**config.mk**
```make
export PLATFORM = sky130hd
export DESIGN_NAME = au_rr_arbiter
export DESIGN_NICKNAME = d
export VERILOG_FILES = /design/src/rtl/au_rr_arbiter.sv
export SDC_FILE = /design/constraint.sdc
export NUM_CORES = 1
export LEC_CHECK = 0
export ABC_CLOCK_PERIOD_IN_PS = 4700
export BUFFER_PORTS_ARGS = -buffer_cell sky130_fd_sc_hd__buf_4
export CAP_MARGIN = 20
export CELL_PAD_IN_SITES_DETAIL_PLACEMENT = 1
export CELL_PAD_IN_SITES_GLOBAL_PLACEMENT = 2
export CORE_UTILIZATION = 36
export CTS_CLUSTER_DIAMETER = 80
export DETAILED_ROUTE_END_ITERATION = 16
export PLACE_DENSITY = 0.94
export SYNTH_ARGS = -nofsm -noshare
export SYNTH_HDL_FRONTEND = slang
export SYNTH_SLANG_ARGS = --single-unit
```
**constraint.sdc**
```tcl
create_clock -name clk -period 4.7 [get_ports clk]
set_input_delay 0.705 -clock clk [delete_from_list [all_inputs] [get_ports clk]]
set_output_delay 0.705 -clock clk [all_outputs]
set_load 0.005 [all_outputs]
```
**src/rtl/au_rr_arbiter.sv**
```systemverilog
// Round-robin arbiter granting one shared arithmetic resource to WIDTH requesters.
// A grant is held until the resource reports done; the served requester then drops to lowest priority.
module au_rr_arbiter #(
    parameter int WIDTH = 4,
    localparam int IW = (WIDTH > 1) ? $clog2(WIDTH) : 1
) (
    input  logic             clk,
    input  logic             rst,
    input  logic [WIDTH-1:0] req,
    input  logic             done,
    output logic [WIDTH-1:0] gnt,
    output logic [IW-1:0]    gnt_idx,
    output logic             busy
);

    typedef enum logic {IDLE, BUSY} state_t;

    state_t           state, state_n;
    logic [IW-1:0]    ptr, ptr_n, ptr_inc, base;
    logic [WIDTH-1:0] gnt_n, pick_gnt;
    logic [IW-1:0]    idx_n, pick_idx;
    logic             pick_found;

    // NOTE: state uses non-blocking assignments so every flop samples pre-edge values.
    always_ff @(posedge clk or posedge rst) begin
        if (rst) begin
            state   <= IDLE;
            gnt     <= '0;
            gnt_idx <= '0;
            ptr     <= '0;
        end else begin
            state   <= state_n;
            gnt     <= gnt_n;
            gnt_idx <= idx_n;
            ptr     <= ptr_n;
        end
    end

    assign busy    = (state == BUSY);
    assign ptr_inc = (gnt_idx == IW'(WIDTH - 1)) ? '0 : gnt_idx + IW'(1);

    // On completion the search starts just past the served requester.
    assign base = (state == BUSY) ? ptr_inc : ptr;

    always_comb begin
        int            k;
        logic [IW-1:0] kk;
        // NOTE: every comb output gets a default first, so no path can infer a latch.
        k          = 0;
        kk         = '0;
        pick_found = 1'b0;
        pick_gnt   = '0;
        pick_idx   = '0;
        for (int i = 0; i < WIDTH; i++) begin
            k = int'(base) + i;
            if (k >= WIDTH) k = k - WIDTH;
            kk = IW'(k);
            if (!pick_found && req[kk]) begin
                pick_found   = 1'b1;
                pick_gnt[kk] = 1'b1;
                pick_idx     = kk;
            end
        end
    end

    always_comb begin
        state_n = state;
        case (state)
            IDLE:    if (pick_found) state_n = BUSY;
            BUSY:    if (done && !pick_found) state_n = IDLE;
            default: state_n = IDLE;
        endcase
    end

    always_comb begin
        gnt_n = gnt;
        idx_n = gnt_idx;
        ptr_n = ptr;
        case (state)
            IDLE: begin
                gnt_n = pick_gnt;
                idx_n = pick_idx;
            end
            BUSY: begin
                if (done) begin
                    ptr_n = ptr_inc;
                    gnt_n = pick_gnt;
                    idx_n = pick_idx;
                end
            end
            default: begin
                gnt_n = '0;
                idx_n = '0;
                ptr_n = '0;
            end
        endcase
    end

endmodule

```
==> flow_summary.ini <==
[outcome]
status = complete, no violations

[cts]
cts_made_buffers = 3
clock_path_buffers = 2
hold_buffers = 0
cts_tree = done
cts-root-buf = clkbuf_4
post-cts-setup-buffers = 0
cts.htree.levels = 1
path_clk_slew_ns = 0.06
cts.sinks = 9
clk_latency_ns = 0.26
ctsResizeCount = 0

[setup_path]
cp_max_fo = 10
cp-end-kind = flip-flop
worstPathRequired_ns = 4.90
start_kind = flip-flop
arrival_ns = 3.43
critPathKind = reg2reg

[placed_design]
place.gp.congestion = 0.889
numPortBuffers = 13
dp_hpwl_um = 2050

[synthesis]
yosys-top-cells-area = dfrtp_1 24%, mux2_2 4.9%, nor2_1 4.9%
avgSynthCellArea_um2 = 8.47
yosys_register_bits = 9
synth.top_cell.area_share_pct = 24.4
synth_area_leader_cell = dfrtp_1
ys_warn_count = 0
netlist_instances = 109
synth_cell_types = 46
ys_async_sr_fraction_pct = 100
synth-main-ff-cell = dfrtp_1
synth_nets = 119
synth-edff-count = 0
yosysSeqAreaShare_pct = 24.4
netlist_top_cells_count = 12 x nor2_1, 9 x dfrtp_1, 6 x nor3_1
synth_most_common_cell = nor2_1
syn_area_um2 = 923

[global_routing]
grt_pass1_wl_um = 4510
grt-ovfl-total = 0
antenna_found_initial = 0
grtUsageTotal_pct = 22.7
grt_max_degree = 13
grt_pass1_vias = 913

[die]
initial_core_util_pct = 39.8
io_pins = 14
die_h_um = 52.6
chipWidth_um = 52.6
core-area_um2 = 2320
dieArea_um2 = 2770
std_cell_rows = 17

[pwr]
pwr_density_cell_nw_per_um2 = 903
peakVddDrop_v = 0.000446
p_leak_nw = 0.437
p_total_mw = 0.947

[timing]
relSlewSlack_pct = 44.3
fmaxAchievable_mhz = 309
finalSetupViolations = 0
period_minus_slack_ns = 3.23
tightest_slew_ns = 0.828
slew_viol_final = 0
rsz0062_at_grt = no
finClkSkew_ns = 0.00222
hold_viol_final = 0
whs_ns = 0.400
post-route-period-util_pct = 68.8
tns_ns = 0

[detailed_routing]
drt_iter0_drc = 22
vias = 913
drt_first_pass_iters = 4
drc = 0
ant_nets = 0
viasPerCell = 6.13
avgRoutedWirePerCell_um = 18.1
routed_wirelength_um = 2700

[flow_run]
drv_cap = 0

[layout]
fin_nets = 132
diodes = 0
syn2layout_area_growth_pct = 13.6
utilization_pct = 45.2
final_layout_size_suffix_gt1_share_pct = 24.0

[worst_hold_path]
hp-class = in2async
-- metal layers --
metal	share of wire [%]	global-route usage (%)	up-vias	wire [um]
li1	-	-	435	-
met5	0	0	-	0
met3	3.3	1.16	5	88
met1	47	31.5	443	1280
met4	1.8	9.65	0	48
met2	48	35.9	30	1290
-- sequential cells by signal, indices dropped and copies added (netlist names) --
name,count
gnt,4
gnt_idx,2
ptr,2
busy,1
-- power breakdown --
| part | total (mW) | internal [mW] | switching (mW) | leakage, nW |
|---|---|---|---|---|
| registers | 0.149 | 0.114 | 0.0348 | 0.106 |
| clock network | 0.0596 | 0.0327 | 0.0269 | 0.0150 |
| logic | 0.738 | 0.314 | 0.424 | 0.317 |
| total | 0.947 | 0.461 | 0.486 | 0.437 |
-- area by class of cell --
cell class / count / area (um2)
clock buffer: 4 / 26.3
fill: 300 / 1270
inverter: 6 / 23.8
multi-input combinational: 89 / 641
sequential: 9 / 225
tap: 28 / 35.0
timing repair buffer: 13 / 97.6
-- kinds of logic (layout without fill, tap and decap cells) --
kind of cell	count (synthesis)	count (layout)	share of synthesized area, %
AND/OR/NAND/NOR	45	45	27.6
flip-flops	9	9	24.4
buffers and inverters	11	23	6.23
adder cells (fa/ha/maj)	3	3	4.07
multiplexers	10	10	13.3
AO/OA/AOI/OAI	31	31	24.4
-- stage by stage --
step           instances  worst slack (ns)  instance area (um2)
6_report             149              1.47                 1050
5_1_grt              149              1.24                 1050
4_1_cts              149              1.54                 1050
3_5_place_dp         145              1.57                 1020
3_3_place_gp         145              1.68                 1020
2_1_floorplan        109              1.88                  923
-- worst paths after layout --
kind	startpoint	slack, ns	cells after the start	endpoint
setup / recovery	gnt_idx[0]$_DFFE_PP0P_	1.47	10	gnt[2]$_DFFE_PP0P_
hold / removal	rst	0.40	2	gnt_idx[1]$_DFFE_PP0P_
setup reg to reg	gnt_idx[0]$_DFFE_PP0P_	1.47	10	gnt[2]$_DFFE_PP0P_
hold reg to reg	gnt[0]$_DFFE_PP0P_	0.53	2	gnt[0]$_DFFE_PP0P_
max in group asynchronous	rst	4.05	2	gnt[0]$_DFFE_PP0P_
min in group clk	gnt[0]$_DFFE_PP0P_	0.53	2	gnt[0]$_DFFE_PP0P_
-- worst max-delay path, stage by stage (launching register included) --
cell and delay, ns:
dfrtp_1 0.46, ha_1 0.35, mux2_4 0.21, clkinv_2 0.16, ha_1 0.43, mux2_2 0.38
a2111oi_0 0.39, nor3_1 0.10, nor3_1 0.32, a221o_1 0.24, o22a_1 0.14
-- layout by cell type (no fill, tap or decap), types with 2 or more instances in the layout --
master / netlist / final
nand3_1: 4 / 4
buf_4: 0 / 13
o21ai_0: 4 / 4
or3_1: 2 / 2
a31oi_1: 4 / 4
mux2i_1: 4 / 4
inv_1: 5 / 5
nor2_1: 12 / 12
nand2_1: 4 / 4
ha_1: 3 / 3
nand4_1: 2 / 2
dfrtp_1: 9 / 9
nor2b_1: 3 / 3
o31ai_1: 3 / 3
clkbuf_4: 0 / 3
o211ai_1: 5 / 5
a21oi_1: 4 / 4
nor3_1: 6 / 6
mux2_2: 4 / 4
Power figures use the tool's default switching activity.
